`src/rtl/vga_timing_pkg.sv`:
```
// Shared VGA timing constants, scheduler state encoding and requester indices
// for the frame update scheduler.
package vga_timing_pkg;

  localparam int H_DISPLAY = 640;
  localparam int V_DISPLAY = 480;
  localparam int V_TOTAL   = 525;

  localparam int PHYS  = 0;
  localparam int SCORE = 1;
  localparam int NREQ  = 2;

  typedef enum logic [1:0] {
    ST_ACTIVE = 2'd0,
    ST_WINDOW = 2'd1,
    ST_CLOSE  = 2'd2
  } sched_state_e;

endpackage

```
`src/rtl/rr_arbiter2.sv`:
```
// Two-way round-robin arbiter: combinational one-hot grant, pointer moves to
// the other requester whenever a grant is actually accepted.
module rr_arbiter2
  import vga_timing_pkg::*;
(
  input  logic            clk_i,
  input  logic            rst_i,
  input  logic [NREQ-1:0] req_i,
  input  logic            accept_i,
  output logic [NREQ-1:0] gnt_o
);

  // ptr_q = 0 favours PHYS, 1 favours SCORE
  logic ptr_q;
  logic ptr_d;

  always_comb begin
    gnt_o = req_i;
    if (req_i[PHYS] && req_i[SCORE]) begin
      gnt_o = ptr_q ? 2'b10 : 2'b01;
    end
  end

  always_comb begin
    ptr_d = ptr_q;
    if (accept_i && (gnt_o != '0)) begin
      ptr_d = gnt_o[PHYS];
    end
  end

  always_ff @(posedge clk_i) begin
    if (rst_i) begin
      ptr_q <= 1'b0;
    end else begin
      ptr_q <= ptr_d;
    end
  end

endmodule

```
`src/rtl/frame_update_scheduler.sv`:
```
// Gates physics and score writes into the displayed-state registers so they
// only change inside an update window at the start of vertical blanking.
module frame_update_scheduler
  import vga_timing_pkg::*;
#(
  parameter int V_DISPLAY    = vga_timing_pkg::V_DISPLAY,
  parameter int V_TOTAL      = vga_timing_pkg::V_TOTAL,
  parameter int UPDATE_LINES = 40,
  parameter int BALL_X_RST   = 320,
  parameter int BALL_Y_RST   = 400
) (
  input  logic        CLK100MHZ,
  input  logic        reset,
  input  logic        p_tick,
  input  logic [9:0]  pixel_x,
  input  logic [9:0]  pixel_y,
  input  logic        phys_req,
  input  logic [9:0]  phys_x,
  input  logic [9:0]  phys_y,
  output logic        phys_gnt,
  input  logic        score_req,
  input  logic [7:0]  score_val,
  output logic        score_gnt,
  output logic [9:0]  ball_x,
  output logic [9:0]  ball_y,
  output logic [7:0]  score,
  output logic        update_win,
  output logic        frame_tick,
  output logic [15:0] frame_count,
  output logic [1:0]  overrun
);

  if (V_DISPLAY + UPDATE_LINES >= V_TOTAL) begin : g_bad_cfg
    $error("update window must close before the end of the frame");
  end

  localparam logic [9:0] OPEN_LINE   = 10'(V_DISPLAY);
  localparam logic [9:0] CLOSE_LINE  = 10'(V_DISPLAY + UPDATE_LINES);
  localparam logic [9:0] BALL_X_INIT = 10'(BALL_X_RST);
  localparam logic [9:0] BALL_Y_INIT = 10'(BALL_Y_RST);

  sched_state_e    state_q, state_d;
  logic [NREQ-1:0] served_q, served_d;
  logic [NREQ-1:0] gnt_q, gnt_d;
  logic            frame_tick_q, frame_tick_d;
  logic [15:0]     frame_count_q, frame_count_d;
  logic [1:0]      overrun_q, overrun_d;
  logic [9:0]      ball_x_q, ball_x_d;
  logic [9:0]      ball_y_q, ball_y_d;
  logic [7:0]      score_q, score_d;

  logic [NREQ-1:0] req_vec;
  logic [NREQ-1:0] arb_gnt;
  logic            in_window;
  logic            open_ev;
  logic            close_ev;

  assign req_vec   = {score_req, phys_req};
  assign in_window = (state_q == ST_WINDOW);
  assign open_ev   = p_tick && (pixel_x == '0) && (pixel_y == OPEN_LINE);
  assign close_ev  = p_tick && (pixel_x == '0) && (pixel_y == CLOSE_LINE);

  rr_arbiter2 u_arb (
    .clk_i    (CLK100MHZ),
    .rst_i    (reset),
    .req_i    (req_vec & ~served_q),
    .accept_i (in_window),
    .gnt_o    (arb_gnt)
  );

  assign gnt_d = in_window ? arb_gnt : '0;

  always_comb begin
    state_d       = state_q;
    served_d      = served_q | gnt_d;
    frame_tick_d  = 1'b0;
    frame_count_d = frame_count_q;
    overrun_d     = overrun_q;
    case (state_q)
      ST_ACTIVE: begin
        if (open_ev) begin
          state_d       = ST_WINDOW;
          frame_tick_d  = 1'b1;
          frame_count_d = frame_count_q + 16'd1;
          served_d      = '0;
        end
      end
      ST_WINDOW: begin
        if (close_ev) begin
          state_d = ST_CLOSE;
        end
      end
      ST_CLOSE: begin
        state_d   = ST_ACTIVE;
        // anything still pending and unserved missed this window
        overrun_d = overrun_q | (req_vec & ~served_q);
      end
      default: state_d = ST_ACTIVE;
    endcase
  end

  always_comb begin
    ball_x_d = gnt_d[PHYS]  ? phys_x    : ball_x_q;
    ball_y_d = gnt_d[PHYS]  ? phys_y    : ball_y_q;
    score_d  = gnt_d[SCORE] ? score_val : score_q;
  end

  always_ff @(posedge CLK100MHZ) begin
    if (reset) begin
      state_q       <= ST_ACTIVE;
      served_q      <= '0;
      gnt_q         <= '0;
      frame_tick_q  <= 1'b0;
      frame_count_q <= '0;
      overrun_q     <= '0;
      ball_x_q      <= BALL_X_INIT;
      ball_y_q      <= BALL_Y_INIT;
      score_q       <= '0;
    end else begin
      state_q       <= state_d;
      served_q      <= served_d;
      gnt_q         <= gnt_d;
      frame_tick_q  <= frame_tick_d;
      frame_count_q <= frame_count_d;
      overrun_q     <= overrun_d;
      ball_x_q      <= ball_x_d;
      ball_y_q      <= ball_y_d;
      score_q       <= score_d;
    end
  end

  assign phys_gnt    = gnt_q[PHYS];
  assign score_gnt   = gnt_q[SCORE];
  assign ball_x      = ball_x_q;
  assign ball_y      = ball_y_q;
  assign score       = score_q;
  assign update_win  = in_window;
  assign frame_tick  = frame_tick_q;
  assign frame_count = frame_count_q;
  assign overrun     = overrun_q;

endmodule

```
`config.mk`:
```
export PLATFORM = sky130hd
export DESIGN_NAME = frame_update_scheduler
export DESIGN_NICKNAME = d
export VERILOG_FILES = /design/src/rtl/vga_timing_pkg.sv /design/src/rtl/rr_arbiter2.sv /design/src/rtl/frame_update_scheduler.sv
export SDC_FILE = /design/constraint.sdc
export NUM_CORES = 1
export LEC_CHECK = 0
export ABC_AREA = 1
export BUFFER_PORTS_ARGS = -buffer_cell sky130_fd_sc_hd__buf_2
export CAP_MARGIN = 40
export CORE_MARGIN = 2
export CORE_UTILIZATION = 44
export CTS_BUF_LIST = sky130_fd_sc_hd__clkbuf_8
export DETAILED_ROUTE_END_ITERATION = 10
export PLACE_DENSITY = 0.86
export SLEW_MARGIN = 20
export SYNTH_ARGS = -nofsm -noshare
export SYNTH_HDL_FRONTEND = slang
export SYNTH_SLANG_ARGS = --single-unit
```
`constraint.sdc`:
```
create_clock -name CLK100MHZ -period 1.2 [get_ports CLK100MHZ]
set_input_delay 0.06 -clock CLK100MHZ [delete_from_list [all_inputs] [get_ports CLK100MHZ]]
set_output_delay 0.06 -clock CLK100MHZ [all_outputs]
set_load 0.01 [all_outputs]
```
==> results.toml <==
[logic_synthesis]
synth.distinct_cells = 25
yosysWarnings = 0
synth_top_family_by_area = "simple AND/OR/NAND/NOR gates"
synth-compound-area-share_pct = 6.838
synth_fa_ha_area_share_pct = 0.5342
ys_seq_area_share_pct = 46.15
synth-simple-area-share_pct = 37.61
synth-seq-cells = 54
syn-mean-instance-area_um2 = 6.971
syn-num-nets = 390
synth_xor_area_share_pct = 0
syn_area_um2 = 2342
synthMuxAreaShare_pct = 0
synthCells = 336

[routing]
vias = 2617
viasPerCell = 4.724
ant_nets = 0
first_iter_violations = 110
dr.pass1.iters = 6
wl_um = 6994
wire_per_inst_um = 12.62
route.detailed.drc = 0

[sta]
slew_headroom_pct = 79.45
setup_ws_ps = -160.9
finalSetupViolations = 16
tightest_slew_ps = 308.3
max_freq_mhz = 734.8
period_share_pct = 113.4
slew_violations = 0
hold_ws_ps = 0.4041
finalClockSkew_ps = 10.39
hold_viol_final = 0
rsz0062_at_grt = "yes"
finalCriticalPeriod_ps = 1361

[place]
numPortBuffers = 102
gp_congestion = 0.7966
placed_cells = 517
place_area_um2 = 3093
dp_hpwl_um = 4429

[clocking]
cts_max_level = 2
clk_pin_slew_worst_paths_ps = 100
cts_buffer_depth = 2
cts_tree = "built"
cts_buffers = 5
cts-root-buf = "clkbuf_8"
cts_sinks = 54
insertion_delay_ps = 300

[floorplan]
core_area_um2 = 5107
dieWidth_um = 76.96
num_rows = 26
start_util_pct = 45.86
ios = 103
die-area_um2 = 5923
die_h_um = 76.96

[global_route]
grt_pass1_vias = 2575
antenna_found_initial = 0
grt_usage_pct = 22.85
grt_start_max_net_pins = 29
grt_pass1_wl_um = 11070
overflow = 0

[layout]
layout_commonest_cell = "buf_2"
nNetsFinal = 538
utilization_pct = 72.17
fin_area_um2 = 3686
final_cell_mix = "102 x buf_2, 69 x nor2_1, 67 x nand2_1, 45 x dfxtp_1, 27 x inv_1"
stdcell_count = 554
n_antenna_cell = 0
drive_gt1_share_pct = 42.36
area_growth_pct = 57.37

[critical_path]
crit_type = "flip-flop to flip-flop"
setup.worst_path.start_class = "flip-flop"
end_kind = "flip-flop"
worst-endpoint-arrival_ps = 1610
path_max_fanout = 6
cp_data_required_time_ps = 1450

[pwr]
finalPower_mw = 3.272
power_density_nw_per_um2 = 887.7
peakVddDrop_uv = 827.2
leakage_nw = 1.834

[worst_hold_path]
hp-class = "input pin to flip-flop"

[outcome]
failed_checks = "negative setup slack"
status = "complete, but fails checks"

[run]
maxCapViolations = 0
-- report_power, final --
part           total (mW)  leakage [nW]  internal [mW]  switching [mW]
clock network        1.25        0.0573          0.669           0.578
registers            1.78         0.441           1.78     0.000000381
logic               0.245          1.34          0.136           0.109
-- metal layers --
metal / GRT usage (%) / up-vias / share of wire [%]
li1: - / 1342 / -
met1: 23.92 / 1163 / 40
met2: 42.19 / 96 / 52
met3: 6.235 / 16 / 5.8
met4: 10.36 / 0 / 2.3
met5: 0 / - / 0
-- path summary, 6_finish.rpt --
| kind | slack, ps | startpoint | depth (start not counted) | to |
|---|---|---|---|---|
| max | -160 | frame_count[1]$_SDFFE_PP0P_ | 9 | frame_count[12]$_SDFFE_PP0P_ |
| min | 0.4 | phys_x[1] | 3 | ball_x[1]$_SDFFE_PP0P_ |
| max reg2reg | -160 | frame_count[1]$_SDFFE_PP0P_ | 9 | frame_count[12]$_SDFFE_PP0P_ |
| min reg2reg | 460 | served_q[0]$_SDFF_PP0_ | 2 | served_q[0]$_SDFF_PP0_ |
-- cell usage after synthesis (all sizes together) --
library cell	number	area share, %
a21oi	13	2.8
and2	1	0.27
and3	1	0.27
buf	8	2.0
clkbuf	3	0.48
clkinv	3	0.48
dfxtp	54	46
ha	1	0.53
inv	37	5.9
nand2	78	13
nand3	30	7.3
nand4	5	1.3
nor2	78	14
nor3	2	0.91
nor3b	1	0.32
nor4	2	0.53
o21ai	19	4.1
-- through the flow --
step,TNS [ps],setup WS [ps]
6_report,-1300,-160.9
5_1_grt,-3040,-243.0
4_1_cts,-780.4,-85.88
3_5_place_dp,-1356,-132.7
3_3_place_gp,-503.4,-57.27
2_1_floorplan,-17.07,-13.53
-- state kept, by name, summed over array words and instances, names as in the netlist --
register and flops:
ball_x 10, ball_y 10, frame_count 16, frame_tick 1
gnt_q 2, overrun 2, score 8, served_q 2
state_q 2, u_arb.ptr_q 1
-- layout make-up --
cell class | count | area (µm²)
Fill cell | 432 | 1421
Clock buffer | 6 | 82.58
Tap cell | 70 | 87.58
Timing Repair Buffer | 152 | 1025
Sequential cell | 54 | 1102
Clock inverter | 1 | 30.03
Inverter | 40 | 155.1
Multi-Input combinational cell | 231 | 1204
-- critical path, stage by stage (launching register included) --
cell and delay, ps:
dfxtp_4 380, ha_4 130, nand2_2 50, inv_2 80
nand2_4 60, nor3_4 280, nand3_2 120, nand2_2 90
inv_2 40, nor2_2 90
-- repair_timing --
item	CTS	global route
cloned	0	1
pin swaps	20	15
hold endpoints to repair	20	0
hold buffers	20	0
gates resized for setup	31	37
buffers inserted	6	3
endpoints found under the setup margin	40	49
-- cell families after synthesis --
family                   Yosys count
AND/OR/NAND/NOR                  198
flip-flops                        54
buffers and inverters             51
AO/OA/AOI/OAI                     32
adder cells (fa/ha/maj)            1
Power figures use the tool's default switching activity.
